$ cat src/rtl/gray_count_monitor.sv
// gray_count_monitor: Gray-to-binary decoder with a +0/+1 step checker, sticky fault and saturating error count.
// Define GRAY_SYNC_EN to add a two-flop synchronizer on gray_in and sample_en.
module gray_count_monitor #(
  parameter int WIDTH     = 4,
  parameter int ERR_CNT_W = 8
) (
  input  logic                 clk,
  input  logic                 rst_n,
  input  logic [WIDTH-1:0]     gray_in,
  input  logic                 sample_en,
  input  logic                 clear_err,
  output logic [WIDTH-1:0]     bin_out,
  output logic                 bin_valid,
  output logic                 step_err,
  output logic                 fault,
  output logic [ERR_CNT_W-1:0] err_count
);
  typedef enum logic [1:0] {INIT, TRACK, FAULT} state_t;
  state_t               state_q, state_d;
  logic [WIDTH-1:0]     gray_s, dec, delta, prev_bin_q;
  logic                 en_s, illegal, bin_valid_q, step_err_q;
  logic [ERR_CNT_W-1:0] err_cnt_q, err_cnt_d;
`ifdef GRAY_SYNC_EN
  logic [WIDTH-1:0] gray_s1_q, gray_s2_q;
  logic             en_s1_q, en_s2_q;
  always_ff @(posedge clk or negedge rst_n) begin
    if (!rst_n) begin
      gray_s1_q <= '0;
      gray_s2_q <= '0;
      en_s1_q   <= 1'b0;
      en_s2_q   <= 1'b0;
    end else begin
      gray_s1_q <= gray_in;
      gray_s2_q <= gray_s1_q;
      en_s1_q   <= sample_en;
      en_s2_q   <= en_s1_q;
    end
  end
  assign gray_s = gray_s2_q;
  assign en_s   = en_s2_q;
`else
  assign gray_s = gray_in;
  assign en_s   = sample_en;
`endif
  // Each binary bit is the XOR of all Gray bits at or above it.
  for (genvar i = 0; i < WIDTH; i++) begin : g_dec
    assign dec[i] = ^gray_s[WIDTH-1:i];
  end
  assign delta   = dec - prev_bin_q;
  assign illegal = en_s && (state_q != INIT) && (delta[WIDTH-1:1] != '0);
  always_comb begin
    state_d   = state_q;
    err_cnt_d = err_cnt_q;
    state_d   = illegal                          ? FAULT :
                (state_q == INIT && en_s)        ? TRACK :
                (state_q == FAULT && clear_err)  ? TRACK : state_q;
    err_cnt_d = illegal   ? (clear_err ? ERR_CNT_W'(1) : (&err_cnt_q ? err_cnt_q : err_cnt_q + 1'b1)) :
                clear_err ? '0 : err_cnt_q;
  end
  always_ff @(posedge clk or negedge rst_n) begin
    if (!rst_n) begin
      state_q     <= INIT;
      prev_bin_q  <= '0;
      bin_valid_q <= 1'b0;
      step_err_q  <= 1'b0;
      err_cnt_q   <= '0;
    end else begin
      state_q     <= state_d;
      prev_bin_q  <= en_s ? dec : prev_bin_q;
      bin_valid_q <= en_s;
      step_err_q  <= illegal;
      err_cnt_q   <= err_cnt_d;
    end
  end
  assign bin_out   = prev_bin_q;
  assign bin_valid = bin_valid_q;
  assign step_err  = step_err_q;
  assign fault     = (state_q == FAULT);
  assign err_count = err_cnt_q;
endmodule
$ cat config.mk
export PLATFORM = sky130hd
export DESIGN_NAME = gray_count_monitor
export DESIGN_NICKNAME = d
export VERILOG_FILES = /design/src/rtl/gray_count_monitor.sv
export SDC_FILE = /design/constraint.sdc
export NUM_CORES = 1
export LEC_CHECK = 0
export CORE_MARGIN = 2
export CORE_UTILIZATION = 44
export CTS_BUF_LIST = sky130_fd_sc_hd__clkbuf_16
export DETAILED_ROUTE_END_ITERATION = 16
export PLACE_DENSITY_LB_ADDON = 0.05
export SYNTH_ARGS = -nofsm -noshare
export SYNTH_HDL_FRONTEND = slang
export SYNTH_SLANG_ARGS = --single-unit
export TNS_END_PERCENT = 30
$ cat constraint.sdc
create_clock -name clk -period 2.3 [get_ports clk]
set_clock_uncertainty 0.2 [all_clocks]
set_input_delay 0.46 -clock clk [delete_from_list [all_inputs] [get_ports clk]]
set_output_delay 0.46 -clock clk [all_outputs]
set_load 0.01 [all_outputs]
==> results of run 1 <==
[final cells by class]
cell class                      instances  area (um^2)
Clock buffer                            3         75.1
Fill cell                             177          609
Inverter                                6         22.5
Multi-Input combinational cell         80          654
Sequential cell                        16          400
Tap cell                               28         35.0
Timing Repair Buffer                   44          394
[routing by layer]
layer | track usage | vias up | routed length (um)
met5 | 0 | - | 0
met4 | 0.0526 | 0 | 9
met3 | 0.0374 | 2 | 59
met2 | 0.346 | 16 | 1140
met1 | 0.260 | 439 | 1050
li1 | - | 447 | -
[power by group]
| part | leakage, nW | switching, W | internal (W) |
|---|---|---|---|
| Combinational | 0.428 | 0.000252 | 0.000291 |
| Sequential | 0.204 | 0.0000512 | 0.000333 |
| Clock | 0.0370 | 0.0000977 | 0.000227 |
[cells in the mapped netlist (all sizes together)]
cell	n
o22a	1
dfrtp	16
fa	1
inv	6
a31oi	1
o32ai	1
ha	3
nor3	6
mux2i	1
o21ai	4
a21o	1
nand2	9
xor2	2
a221oi	1
nor4b	2
nor2	14
xnor2	3
nand2b	4
a21oi	4
mux2	6
or4	1
dlygate4sd1	1
and2	1
o21a	1
nor4	1
nand3	4
buf	1
clkbuf	1
nor2b	7
or3b	1
[registers in the layout, summed over array words and instances, names as in the netlist]
register / count
bin_out: 4
bin_valid: 1
err_count: 8
state_q: 2
step_err: 1
[metrics by stage]
| step | cell area [um^2] | hold slack (ps) | TNS (ps) | cells |
|---|---|---|---|---|
| 2_1_floorplan | 1020 | -35.6 | -4510 | 105 |
| 3_3_place_gp | 1400 | 341 | -11320 | 170 |
| 3_5_place_dp | 1400 | 347 | -11940 | 170 |
| 4_1_cts | 1570 | 350 | -3330 | 176 |
| 5_1_grt | 1580 | 376 | -4430 | 177 |
| 6_report | 1580 | 349 | -3450 | 177 |
[logic make-up after synthesis]
kind of cell    count (synthesis)
flops                          16
buf+inv                         9
compound gates                 14
mux                             7
xor+xnor                        5
simple gates                   50
fa+ha+maj                       4
[worst paths after layout]
check / slack [ps] / endpoint / from
worst max-delay path: -390 / err_count[4] / gray_in[2]
worst min-delay path: 350 / bin_out[1] / rst_n
worst max register to register: -20 / err_count[4] / bin_out[1]
worst min register to register: 350 / bin_out[3] / bin_out[3]
max in group asynchronous: 1370 / bin_out[2] / rst_n
min in group clk: 350 / bin_out[3] / bin_out[3]
[what timing repair did]
| action | 4_1_cts | 5_1_grt |
|---|---|---|
| endpoints found under the setup margin | 11 | 11 |
| buffers inserted | 3 | 1 |
| resized for setup | 30 | 1 |
| pin swaps | 7 | 0 |
==> results by group, run 1 <==
Setup path
  • Worst R2R Path Depth: 9
  • Buf+Inv Stages, Crit Path: 3
  • Startpoint types: primary input
  • Delay-heaviest family, CP: XOR/XNOR gates
  • Critical Path AT: between 2000 and 3000 ps
  • CP max stage cell: fa_2
  • Critical path depth: 13
  • Slowest stage delay, CP: 370 ps
  • Max FO, Critical Path: 7
  • Critical path capture point type: flip-flop
  • Most used cell, CP: xor2_2
  • Critical path, cell by cell: buf_8 > xnor2_4 > xnor2_2 > inv_2 > xor2_2 > and2_4 > fa_2 > xor2_2 > nand2_2 > a31oi_4 > buf_6 > nor4_4 > mux2_4
  • Kind of critical path: in2reg
  • Required @ worst endpoint: 2220 ps

Layout
  • Finished Core Util: 0.722
  • Share of cells above drive strength 1: 0.315
  • Most frequent cells in the layout: buf_4 (21), clkdlybuf4s50_1 (18), dfrtp_1 (16)
  • Nets: between 150 and 200
  • Commonest non-fill, non-tap cell in the layout: buf_4
  • Ant diodes: 0
  • Area growth syn-to-layout: 57.6%

Worst hold path
  • Worst Hold Class: in2async

GRT
  • Initial antenna violation count: 0
  • Largest net degree at the start of global routing: 18
  • GR Overflow Total: 0
  • Vias in the first global route: roughly 930
  • Global Route Usage Sum: 0.201
  • Global-route wire length before repair: slightly above 4 mm

Detailed routing
  • Final antenna-violating net count: 0
  • Drt first pass iters: 4
  • Drt wl/cell: about 13 um
  • Initial drt markers: 2
  • Total Wirelength: about 2.3 mm
  • Vias: around 900
  • DRC Markers: 0
  • Drt via density: 5.11

Floorplanning
  • Rows: 17
  • Die ar.: 2680 um^2
  • Die W: 51.8 um
  • Core area: roughly 2200 um^2
  • Initial core utilization: 0.458
  • Die height: between 50 and 60 um
  • I/O pin cnt: 23

Yosys
  • Synth top area share: 0.399
  • Synth warnings: 0
  • Area leader, netlist: dfrtp_1
  • Post-synthesis adder-cell area fraction: 0.0574
  • Yosys reg bits: 16
  • Post-synthesis mux area share: 0.0773
  • Fraction of the mapped netlist area in compound gates: 0.0935
  • Post-Synth XOR/XNOR Area: 0.0661
  • Mapped Nets: approximately 120
  • Seq/Total Area, Yosys: 0.399
  • Post-Synth Simple-Gate Area: 0.264
  • Main combinational cell family by area after synthesis: simple AND/OR/NAND/NOR gates
  • Top post-synthesis cells by area: dfrtp_1 (40%), mux2_1 (5.6%), nor2_1 (5.2%), nor2b_1 (4.4%), ha_1 (3.7%)
  • Synth Cell Area: roughly 1000 um^2
  • Post-synthesis cell type count: 35
  • Post-synthesis cell count: about 110
  • Syn Area/Cell: 9.56 um^2

STA
  • Pins Over Slew Limit: 0
  • Hold Vio Cnt, Final: 0
  • Min Tclk post-route: between 2000 and 3000 ps
  • Fmax: between 0.3 and 0.4 GHz
  • Final Worst Setup Slack: -393 ps
  • RSZ-0062 raised after global routing: true
  • Worst slew margin: 0.348
  • Pin slew with the least headroom to its limit: between 900 and 1000 ps
  • Final setup violation count: 11
  • Period Utilization, post-route: 1.17

Clock tree
  • CTS Buf Count: 3
  • CTS tree: done
  • Clock slew at reported path FFs: approximately 50 ps
  • Skew-Pair Late Insertion Delay: ~240 ps
  • Clock tree sinks: 16
  • CTS root buffer: clkbuf_16
  • Hold Buf Count CTS: 0
  • Maximum root-to-sink buffer count: 2
  • Number of H-tree levels: 1

Run
  • Max Cap Viol: 0

Power and ir drop
  • Total power: ~0.0013 W
  • Maximum VDD drop: approximately 0.57 mV
  • PwrDens: 791 nW/um^2
  • Lkg Pwr: 0.669 nW

Status
  • Status: finished, violations left
  • Failing checks: setup timing

Place
  • Pre-CTS setup slack: -1170 ps
  • Post-DP HPWL: between 1.5 and 2 mm
  • # port buffers: 22
  • GPL Wtd Cong: between 0.7 and 0.8
Note: power is estimated with default switching activity, not from simulation.
==> inputs of run 2 (changes only) <==
--- a/config.mk
+++ b/config.mk
@@ -10,7 +10,8 @@
 export CTS_BUF_LIST = sky130_fd_sc_hd__clkbuf_16
 export DETAILED_ROUTE_END_ITERATION = 16
 export PLACE_DENSITY_LB_ADDON = 0.05
+export RECOVER_POWER = 25
+export SKIP_CTS_REPAIR_TIMING = 1
 export SYNTH_ARGS = -nofsm -noshare
 export SYNTH_HDL_FRONTEND = slang
 export SYNTH_SLANG_ARGS = --single-unit
-export TNS_END_PERCENT = 30
==> run 2 against run 1 <==
- the flow still finishes with violations (setup timing)
- via count down 2.4%
- clock power up 5%
- wire length down 0.89%
- sequential share of layout area up 0.53 points
- hold slack better by 4.8 ps
- clock-buffer cell count unchanged
- design area down 2.1%
- setup slack worse by 65 ps
- power up 0.71%
==> results by group, run 2 (synthesis results as in run 1) <==
GRT
  • Initial antenna violation count: 0 (unchanged)
  • Vias in the first global route: 822 (was 934)
  • GR Overflow Total: 0 (unchanged)
  • Global Route Usage Sum: 0.184 (was 0.201)
  • Largest net degree at the start of global routing: 18 (unchanged)
  • Global-route wire length before repair: 3.56 mm (was 4.04 mm)

STA
  • Setup TNS: -3830 ps (was -3450 ps)
  • Pins Over Slew Limit: 0 (unchanged)
  • Hold Vio Cnt, Final: 0 (unchanged)
  • Min Tclk post-route: 2760 ps (was 2690 ps)
  • Worst slew margin: 0.399 (was 0.348)
  • RSZ-0062 raised after global routing: true (unchanged)
  • Pin slew with the least headroom to its limit: 902 ps (was 971 ps)
  • Final Worst Setup Slack: -458 ps (was -393 ps)
  • Fmax: 0.363 GHz (was 0.371 GHz)
  • Period Utilization, post-route: 1.20 (was 1.17)
  • Hold slack: 353 ps (was 349 ps)
  • Final setup violation count: 11 (unchanged)

Floorplanning
  • Die ar.: 2680 um^2 (unchanged)
  • Die W: 51.8 um (unchanged)
  • Rows: 17 (unchanged)
  • Die height: 51.8 um (unchanged)
  • I/O pin cnt: 23 (unchanged)
  • Initial core utilization: 0.458 (unchanged)
  • Core area: 2190 um^2 (unchanged)

Place
  • Post-DP HPWL: 1.58 mm (was 1.61 mm)
  • Post-Place Cells: 168 (was 170)
  • # port buffers: 22 (unchanged)
  • GPL Wtd Cong: 0.781 (was 0.762)

Detailed routing
  • Final antenna-violating net count: 0 (unchanged)
  • Total Wirelength: 2.23 mm (was 2.25 mm)
  • Drt first pass iters: 3 (was 4)
  • DRC Markers: 0 (unchanged)
  • Initial drt markers: 2 (unchanged)
  • Drt wl/cell: 12.7 um (about the same)
  • Drt via density: 5.01 (was 5.11)
  • Vias: 882 (was 904)

Clock tree
  • Skew-Pair Late Insertion Delay: 250 ps (was 240 ps)
  • CTS Buf Count: 3 (unchanged)
  • CTS root buffer: clkbuf_16 (unchanged)
  • Clock slew at reported path FFs: 50 ps (about the same)
  • Number of H-tree levels: 1 (unchanged)
  • Maximum root-to-sink buffer count: 2 (unchanged)
  • CTS tree: done (unchanged)
  • Clock tree sinks: 16 (unchanged)

Status
  • Status: finished, violations left (unchanged)
  • Failing checks: setup timing (unchanged)

Layout
  • Fin cells: 176 (was 177)
  • Share of cells above drive strength 1: 0.284 (was 0.315)
  • Commonest non-fill, non-tap cell in the layout: clkdlybuf4s50_1 (was buf_4)
  • Ant diodes: 0 (unchanged)
  • Most frequent cells in the layout: clkdlybuf4s50_1 (18), dfrtp_1 (16), buf_4 (16) (was buf_4 (21), clkdlybuf4s50_1 (18), dfrtp_1 (16))
  • Filler instances: 167 (was 177)
  • Max reg flops: 8 (unchanged)
  • Nets: 161 (was 163)
  • Area growth syn-to-layout: 54.4% (was 57.6%)

Power and ir drop
  • Maximum VDD drop: 0.858 mV (was 0.574 mV)
  • PwrDens: 814 nW/um^2 (was 791 nW/um^2)
  • Lkg Pwr: 0.670 nW (was 0.669 nW)

Setup path
  • Max FO, Critical Path: 5 (was 7)
  • Kind of critical path: in2reg (unchanged)
  • Critical path capture point type: flip-flop (unchanged)
  • Critical Path AT: 2710 ps (was 2620 ps)
  • Required @ worst endpoint: 2250 ps (was 2220 ps)
  • Startpoint types: primary input (unchanged)

Run
  • Max Cap Viol: 0 (unchanged)

Worst hold path
  • Worst Hold Class: reg2reg (was in2async)
-- run 2: per-stage QoR --
| step | area (um^2) | setup slack [ps] | total power [W] | utilization |
|---|---|---|---|---|
| final | 1550 | -458 | 0.00126 | 0.707 |
| after global routing | 1550 | -546 | 0.00134 | 0.707 |
| after CTS | 1460 | -931 | 0.00119 | 0.666 |
| after detailed placement | 1380 | -1180 | 0.000840 | 0.630 |
| after global placement | 1380 | -1080 | 0.000823 | 0.630 |
| after floorplan | 1020 | -500 | 0.000630 | - |
-- run 2: worst paths after layout --
path	from	endpoint	slack, ps	cells after the start
hold reg to reg	bin_out[3]	bin_out[3]	350	1
setup reg to reg	bin_out[1]	err_count[6]	-160	9
max in group asynchronous	rst_n	bin_valid	690	2
hold / removal	bin_out[3]	bin_out[3]	350	1
setup / recovery	gray_in[0]	err_count[6]	-460	9
min in group asynchronous	rst_n	step_err	650	2
-- run 2: metal layers --
| layer | share of wire | track usage | wire length (um) | vias to the layer above |
|---|---|---|---|---|
| met3 | 0.031 | 0.0517 | 69 | 2 |
| met4 | 0.0072 | 0.0789 | 16 | 0 |
| li1 | - | - | - | 445 |
| met1 | 0.45 | 0.223 | 1010 | 420 |
| met2 | 0.51 | 0.306 | 1140 | 15 |
| met5 | 0 | 0 | 0 | - |
-- run 2: report_power, final --
part           total, W  switching [W]  internal [W]
clock network  0.000342       0.000112      0.000231
registers      0.000383      0.0000510      0.000332
logic          0.000535       0.000247      0.000288
-- run 2: final cells by class --
cell class              count  area [um^2]  area share
clock inverters             1         3.75     0.00242
well taps                  28         35.0      0.0226
repair buffers             42          380       0.246
flip-flops and latches     16          400       0.258
inverters                   6         22.5      0.0145
multi-input cells          80          632       0.408
clock buffers               3         75.1      0.0485
-- run 2: critical path: stages --
cell and delay, ps:
clkdlybuf4s50_1 510, xor2_2 170, and2_4 170, fa_2 440, nand2_2 100, a31oi_4 40
buf_6 150, or4_4 410, a221oi_2 250
==> inputs of run 3 (changes only) <==
--- a/config.mk
+++ b/config.mk
@@ -5,6 +5,7 @@
 export SDC_FILE = /design/constraint.sdc
 export NUM_CORES = 1
 export LEC_CHECK = 0
+export ABC_CLOCK_PERIOD_IN_PS = 2300
 export CORE_MARGIN = 2
 export CORE_UTILIZATION = 44
 export CTS_BUF_LIST = sky130_fd_sc_hd__clkbuf_16
==> results of run 3 <==
The final DEF is identical to that of run 2; final timing and power are the same.
